--- config.mk ---
export PLATFORM = sky130hd
export DESIGN_NAME = speaker_sched
export DESIGN_NICKNAME = d
export VERILOG_FILES = /design/src/rtl/speaker_sched.sv
export SDC_FILE = /design/constraint.sdc
export NUM_CORES = 1
export LEC_CHECK = 0
export CAP_MARGIN = 20
export CORE_UTILIZATION = 40
export DETAILED_ROUTE_END_ITERATION = 10
export PLACE_DENSITY = 0.64
export SYNTH_ARGS = -nofsm -noshare
export SYNTH_HDL_FRONTEND = slang
export SYNTH_SLANG_ARGS = --single-unit
--- constraint.sdc ---
create_clock -name clk_100mHz -period 2.3 [get_ports clk_100mHz]
set_input_delay 0.345 -clock clk_100mHz [delete_from_list [all_inputs] [get_ports clk_100mHz]]
set_output_delay 0.345 -clock clk_100mHz [all_outputs]
set_load 0.1 [all_outputs]
--- src/rtl/speaker_sched.sv ---
// Two-requester note scheduler: alert (bit0) beats melody (bit1); each note plays, then a silent gap.
// Optional build macro SPEAKER_SCHED_PREEMPT_EN lets an alert abort a melody note in progress.
module speaker_sched #(
  parameter int TICK_DIV = 100000,
  parameter int DUR_W    = 12,
  parameter int GAP_MS   = 10
) (
  input  logic             clk_100mHz,
  input  logic             rst_n,
  input  logic [1:0]       req_valid,
  input  logic [5:0]       req_note0,
  input  logic [5:0]       req_note1,
  input  logic [DUR_W-1:0] req_dur0,
  input  logic [DUR_W-1:0] req_dur1,
  output logic [1:0]       req_ready,
  output logic [5:0]       note_out,
  output logic             note_on,
  output logic [1:0]       owner,
  output logic [1:0]       done
);

  localparam int TICK_W = (TICK_DIV > 1) ? $clog2(TICK_DIV) : 1;
  localparam int GAP_W  = (GAP_MS > 0) ? $clog2(GAP_MS + 1) : 1;
  localparam int CNT_W  = (DUR_W > GAP_W) ? DUR_W : GAP_W;
  localparam logic [TICK_W-1:0] TICK_LAST = TICK_W'(TICK_DIV - 1);

  localparam logic [1:0] IDLE = 2'd0;
  localparam logic [1:0] PLAY = 2'd1;
  localparam logic [1:0] GAP  = 2'd2;

  logic [1:0]        state_q, state_d;
  logic [1:0]        ready_q, ready_d;
  logic [1:0]        owner_q, owner_d;
  logic [1:0]        done_q,  done_d;
  logic [5:0]        note_q,  note_d;
  logic [TICK_W-1:0] tick_q,  tick_d;
  logic [CNT_W-1:0]  ms_q,    ms_d;
  logic              xfer, tick_end, last_ms;

  // A zero duration still plays one millisecond.
  function automatic logic [CNT_W-1:0] dur_eff(input logic [DUR_W-1:0] d);
    return (d == '0) ? CNT_W'(1) : CNT_W'(d);
  endfunction

  assign xfer     = |(req_valid & ready_q);
  assign tick_end = (tick_q == TICK_LAST);
  assign last_ms  = (ms_q == CNT_W'(1));

  always_comb begin
    state_d = state_q;
    ready_d = 2'b00;
    owner_d = owner_q;
    done_d  = 2'b00;
    note_d  = note_q;
    tick_d  = tick_q;
    ms_d    = ms_q;
    case (state_q)
      IDLE: begin
        if (xfer) begin
          state_d = PLAY;
          owner_d = ready_q;
          tick_d  = '0;
          if (ready_q[0]) begin
            note_d = req_note0;
            ms_d   = dur_eff(req_dur0);
          end else begin
            note_d = req_note1;
            ms_d   = dur_eff(req_dur1);
          end
        end else if ((ready_q == 2'b00) && (req_valid != 2'b00)) begin
          ready_d = req_valid[0] ? 2'b01 : 2'b10;
        end
      end
      PLAY, GAP: begin
        if (!tick_end) begin
          tick_d = tick_q + TICK_W'(1);
        end else if (!last_ms) begin
          tick_d = '0;
          ms_d   = ms_q - CNT_W'(1);
        end else if ((state_q == PLAY) && (GAP_MS > 0)) begin
          // Prescaler restarts so the gap length is independent of phase.
          state_d = GAP;
          tick_d  = '0;
          ms_d    = CNT_W'(GAP_MS);
        end else begin
          state_d = IDLE;
          done_d  = owner_q;
          owner_d = 2'b00;
          tick_d  = '0;
          ms_d    = '0;
        end
      end
      default: begin
        state_d = IDLE;
        owner_d = 2'b00;
        tick_d  = '0;
        ms_d    = '0;
      end
    endcase
`ifdef SPEAKER_SCHED_PREEMPT_EN
    // Alert aborts a melody note silently; the IDLE path grants it next.
    if ((state_q != IDLE) && owner_q[1] && req_valid[0]) begin
      state_d = IDLE;
      owner_d = 2'b00;
      done_d  = 2'b00;
      tick_d  = '0;
      ms_d    = '0;
    end
`endif
  end

  always_ff @(posedge clk_100mHz or negedge rst_n) begin
    if (!rst_n) begin
      state_q <= IDLE;
      ready_q <= 2'b00;
      owner_q <= 2'b00;
      done_q  <= 2'b00;
      note_q  <= '0;
      tick_q  <= '0;
      ms_q    <= '0;
    end else begin
      state_q <= state_d;
      ready_q <= ready_d;
      owner_q <= owner_d;
      done_q  <= done_d;
      note_q  <= note_d;
      tick_q  <= tick_d;
      ms_q    <= ms_d;
    end
  end

  assign req_ready = ready_q;
  assign note_out  = note_q;
  assign note_on   = (state_q == PLAY) && (note_q != 6'd0);
  assign owner     = owner_q;
  assign done      = done_q;

endmodule

==> results of run 1 <==
==> logic make-up after synthesis <==
logic type                 after synthesis
AOI/OAI and AO/OA                       84
xor gates and xnor gates                 2
adders and majority gates                6
and+or+nand+nor                         94
muxes                                   22
buffers and inverters                   27
DFF                                     43
==> area by class of cell <==
cell class                 count  area (sq um)
inverter                      15          56.3
clock inverter                 2          12.5
multi-input combinational    208          1490
timing repair buffer          69           636
fill                         572          2980
clock buffer                   6          72.6
tap                           77          96.3
sequential                    43          1080
==> per-stage QoR <==
step | std cells | instance area, sq um | hold slack (ns)
floorplan | 278 | 2690 | 0.0494
global placement | 412 | 3360 | 0.490
detailed placement | 412 | 3360 | 0.491
CTS | 420 | 3440 | 0.168
global route | 420 | 3440 | 0.199
finish | 420 | 3440 | 0.126
==> state kept, by name, summed over array words and instances, names as in the netlist <==
| signal | cells |
|---|---|
| req_ready | 2 |
| note_out | 6 |
| ms_q | 12 |
| state_q | 2 |
| done | 2 |
| tick_q | 17 |
| owner | 2 |
==> per-layer routing <==
metal,share of wire [%],vias to the layer above
met5,0,-
met4,1.4,0
met3,6.2,11
met2,46,90
met1,46,1175
li1,-,1207
==> worst max path at each step <==
stage	from	to	slack, ns	cells past startpoint
CTS	ms_q[1]	ms_q[7]	0.11	6
floorplan	note_out[1]	note_on	0.01	2
finish	ms_q[1]	ms_q[7]	0.11	6
global placement	req_valid[1]	tick_q[15]	0.14	5
global route	tick_q[5]	ms_q[9]	-0.04	4
detailed placement	req_valid[1]	tick_q[15]	0.12	5
==> cell usage in the layout (no fill, tap or decap), types with 2 or more instances in the layout <==
cell,netlist,routed
a21oi_1,14,14
a22o_1,10,10
a311oi_1,2,2
a31oi_1,3,3
and2_1,2,2
and3_1,2,2
buf_12,0,2
buf_4,0,28
clkbuf_8,0,5
clkdlybuf4s50_1,0,38
dfrtp_1,43,41
dfrtp_2,0,2
ha_1,6,6
inv_1,15,15
mux2_2,3,3
mux2i_1,18,18
nand2_1,22,22
nand3_1,8,8
nor2_1,11,11
nor3_1,6,6
nor3b_1,2,2
nor4_1,11,11
nor4_2,2,2
nor4b_1,3,3
nor4bb_1,2,2
o211ai_1,8,8
o21ai_0,16,16
o22ai_1,5,5
o2bb2ai_1,4,4
o31a_1,2,2
o31ai_1,4,4
o32ai_1,2,2
o41ai_1,2,2
or3_1,8,8
or3b_2,2,2
or4_1,6,6
xnor2_1,2,2
==> where the power goes <==
group / total, mW / switching, mW / internal [mW]
registers: 0.755 / 0 / 0.755
logic: 0.102 / 0.0353 / 0.0663
clock network: 0.478 / 0.265 / 0.212
total: 1.33 / 0.301 / 1.03
==> results.yml, run 1 <==
clock_network:
  cts_tree: "yes"
  htreeDepth: 2
  clk_pin_slew_ns: 0.09
  cts_hold_buf: 0
  postCtsSetupBuffers: 0
  post_cts_resized: 0
  clockBufferDepth: 2
  cts_made_buffers: 5
  cts.sinks: 43
  clkLatencyLatePin_ns: 0.30
  root_buffer: "clkbuf_8"
drt:
  routed_wl_um: 6720
  ant_nets: 0
  drc_errors: 0
  wl_per_cell_um: 16.0
  drt_iter0_drc: 90
  dr.pass1.iters: 4
  via_per_inst: 5.91
  vias: 2483
yosys:
  ys_types: 56
  synth_simple_gate_area_share_pct: 20.3
  synth_compound_gate_area_share_pct: 23.3
  ys_ff_latch: 43
  post_synth.cell_area_avg_sq_um: 9.66
  yosysTopAreaCellShare_pct: 40.1
  synthTopCellsByArea: "dfrtp_1, mux2i_1, a22o_1"
  netlist_top_cells_count: "dfrtp_1, nand2_1, mux2i_1"
  synth_flop_cell: "dfrtp_1"
  ys_warn_count: 0
  synth_top_area_cell: "dfrtp_1"
  synth_edf_count: 0
  synthAdderAreaFrac_pct: 2.79
  synth_nets: 324
  synth_most_common_cell: "dfrtp_1"
  synth-xor-area-share_pct: 0.652
  synthArstFlopShare_pct: 100
  synth_top_family_by_area: "compound AO/OA/AOI/OAI gates"
  synthMuxAreaShare_pct: 8.52
  synthesis.area_sq_um: 2690
  ys_seq_area_share_pct: 40.1
  netlist_instances: 278
worst_setup_path:
  worstPathMaxFanout: 8
  critical_path_required_ns: 2.49
  r2r_start: "ms_q[1]"
  reg2reg_depth: 6
  crit_chain: "inv_1 > ha_1 > or3b_2 > o311ai_4 > o211ai_1 > a22o_1"
  crit_family: "compound AO/OA/AOI/OAI gates"
  r2r_slack_ns: 0.11
  cpPeakStageDelay_ns: 0.54
  reg2reg_to: "ms_q[7]"
  slowest_stage: "or3b_2"
  worst-setup-path-type: "register to register"
  endpoint_kind: "register"
  path_buf_inv: 1
  crit_arrival_ns: 2.38
  crit_path_start_kind: "register"
hold_path:
  hp-class: "input pin to async pin"
floorplanning:
  die_w_um: 84.0
  die_h_um: 84.0
  ios: 53
  start_util_pct: 41.8
  dieArea_sq_um: 7050
  rows: 29
  coreArea_sq_um: 6420
cells_and_area:
  diodes: 0
  area_delta_synth_final_pct: 28.2
  drive_above_1_share_pct: 16.0
  num-nets-final: 388
  final_core_util_pct: 53.6
timing:
  finalClockSkew_ns: 0.00744
  fmax_mhz: 457
  setup-tns-final_ns: 0
  tightest_slew_ns: 0.807
  rsz0062_at_grt: "yes"
  finalWorstSetupSlack_ns: 0.111
  post-route-period-util_pct: 95.2
  relSlewSlack_pct: 46.2
  hold_viol: 0
  fin_crit_ns: 2.19
  setup_viol_count_final: 0
  slew_viol_final: 0
global_routing:
  grt_max_degree: 37
  use_met3_pct: 6.13
  grt_pass1_wl_um: 11600
  use_met1_pct: 25.9
  grt_busiest_layer: "met2"
  grt_pass1_vias: 2537
  antenna_found_initial: 0
  grt_overflow: 0
  gr-usage-met2_pct: 33.5
  track_usage_pct: 20.5
pwr:
  total_power_mw: 1.33
  powerDensity_nw_per_um2: 387
  ir_drop_uv: 236
  p_leak_nw: 1.38
placement:
  portBuffers: 52
  place.gp.congestion: 0.797
  dp_hpwl_um: 5080
  pre_cts_slack_ns: 0.122
run_status:
  status: "completed"
job:
  maxCapViolCount: 0
No activity file was read; power rests on OpenSTA's default activity.
==> inputs of run 2 (changes only) <==
--- a/config.mk
+++ b/config.mk
@@ -6,9 +6,10 @@
 export NUM_CORES = 1
 export LEC_CHECK = 0
 export CAP_MARGIN = 20
-export CORE_UTILIZATION = 40
+export CORE_UTILIZATION = 52
 export DETAILED_ROUTE_END_ITERATION = 10
-export PLACE_DENSITY = 0.64
+export GPL_TIMING_DRIVEN = 1
+export PLACE_DENSITY = 0.8
 export SYNTH_ARGS = -nofsm -noshare
 export SYNTH_HDL_FRONTEND = slang
 export SYNTH_SLANG_ARGS = --single-unit
==> results.yml, run 2 (same netlist as run 1, synthesis figures left out) <==
timing:
  fin_crit_ns: 2.22
  finalClockSkew_ns: 0.0110
  hold_viol: 0
  hold_ws_ns: 0.455
  setup-tns-final_ns: 0
  slew_viol_final: 0
  tightest_slew_ns: 0.773
  fmax_mhz: 450
  post-route-period-util_pct: 96.6
  setup_viol_count_final: 0
  relSlewSlack_pct: 48.2
  finalWorstSetupSlack_ns: 0.0788
placement:
  dp_hpwl_um: 5350
  place.gp.congestion: 0.880
  pre_cts_slack_ns: 0.0906
  dp_cells: 401
  portBuffers: 52
global_routing:
  antenna_found_initial: 0
  grt_pass1_vias: 2504
  grt_max_degree: 20
  track_usage_pct: 28.1
  grt_overflow: 0
  grt_pass1_wl_um: 11500
clock_network:
  cts_made_buffers: 5
  clockBufferDepth: 2
  htreeDepth: 2
  cts_tree: "yes"
  cts.sinks: 43
  clkLatencyLatePin_ns: 0.31
  root_buffer: "clkbuf_8"
  clk_pin_slew_ns: 0.09
floorplanning:
  ios: 53
  dieArea_sq_um: 5460
  rows: 25
  die_h_um: 73.9
  coreArea_sq_um: 4850
  die_w_um: 73.9
  start_util_pct: 55.4
drt:
  routed_wl_um: 7050
  vias: 2536
  via_per_inst: 6.17
  drc_errors: 0
  wl_per_cell_um: 17.2
  ant_nets: 0
  drt_iter0_drc: 185
  dr.pass1.iters: 4
cells_and_area:
  final_common_cell: "dfrtp_1"
  finalNonFillerCells: 411
  final_core_util_pct: 71.2
  largest_reg_flops: 17
  drive_above_1_share_pct: 16.3
  area_delta_synth_final_pct: 28.6
  num-nets-final: 389
  diodes: 0
  top_register: "tick_q"
  fill_cells: 375
  final_cell_mix: "dfrtp_1, clkdlybuf4s50_1, buf_4, nand2_1, mux2i_1"
pwr:
  ir_drop_uv: 223
  powerDensity_nw_per_um2: 395
  p_leak_nw: 1.39
  power_frac_seq_pct: 55.3
  p_clk_share_pct: 36.9
  power_frac_comb_pct: 7.8
  internal-power_mw: 1.04
  swShare_pct: 23.7
  p_switching_mw: 0.323
worst_setup_path:
  crit_path_start_kind: "register"
  critical_path_required_ns: 2.49
  worst-setup-path-type: "register to register"
  path_buf_inv: 0
  crit_chain: "or4_1 > o41ai_1 > o22ai_1 > a22o_1"
  worstPathMaxFanout: 7
  crit_family: "compound AO/OA/AOI/OAI gates"
  crit_arrival_ns: 2.41
  slowest_stage: "or4_1"
  cpPeakStageDelay_ns: 0.73
  endpoint_kind: "register"
hold_path:
  hp-class: "input pin to async pin"
job:
  maxCapViolCount: 0
run_status:
  status: "completed"
## run 2: changes by cell type in the layout (fill, tap and decap cells not counted), sizes merged
| cell | change |
|---|---|
| clkbuf | -1 |
| clkinv | +1 |
| dlygate4sd3 | +1 |
## run 2: per-stage QoR
stage                     cell area (sq um)  power [mW]
after floorplan                        2690       0.783
after global placement                 3340       0.874
after detailed placement               3340       0.876
after CTS                              3440        1.38
after global routing                   3450        1.42
final                                  3450        1.36
## run 2: area by class of cell
| type | instances | area [sq um] | share of cell area [%] |
|---|---|---|---|
| inverters | 15 | 56.3 | 1.63 |
| flip-flops and latches | 43 | 1080 | 31.2 |
| multi-input cells | 208 | 1500 | 43.3 |
| well taps | 67 | 83.8 | 2.43 |
| clock inverters | 3 | 25.0 | 0.725 |
| repair buffers | 70 | 646 | 18.7 |
| clock buffers | 5 | 68.8 | 1.99 |
## run 2: what timing repair did
| item | in CTS | in global routing |
|---|---|---|
| buffers inserted | 0 | 1 |
| hold buffers | 1 | 0 |
| setup endpoints to repair | 0 | 1 |
| hold endpoints to repair | 11 | 0 |
| resized for setup | 0 | 1 |
## run 2: final timing paths
check | from | end | slack, ns | depth (start not counted)
hold / removal | rst_n | ms_q[8] | 0.46 | 2
min in group clk_100mHz | note_out[3] | note_out[3] | 0.51 | 2
hold reg to reg | note_out[3] | note_out[3] | 0.51 | 2
max in group asynchronous | rst_n | tick_q[16] | 1.30 | 3
setup / recovery | ms_q[6] | ms_q[1] | 0.08 | 4
setup reg to reg | ms_q[6] | ms_q[1] | 0.08 | 4
## run 2: layer usage
layer / up-vias / wire length, um / track usage (%)
li1: 1208 / - / -
met1: 1221 / 3190 / 36.9
met2: 96 / 3410 / 46.1
met3: 11 / 357 / 5.21
met4: 0 / 99 / 10.3
met5: - / 0 / 0
## run 2: power by group through the flow
stage | logic, mW | registers (mW) | clock network (mW)
after floorplan | 0.0121 | 0.771 | 0
after global placement | 0.104 | 0.770 | 0
after detailed placement | 0.106 | 0.770 | 0
after CTS | 0.107 | 0.755 | 0.515
after global routing | 0.114 | 0.755 | 0.549
final | 0.106 | 0.755 | 0.503
## run 2: worst register-to-register path, stage by stage (launching register included)
cell and delay (ns):
dfrtp_1 0.43, or4_1 0.73, o41ai_1 0.53, o22ai_1 0.18, a22o_1 0.23
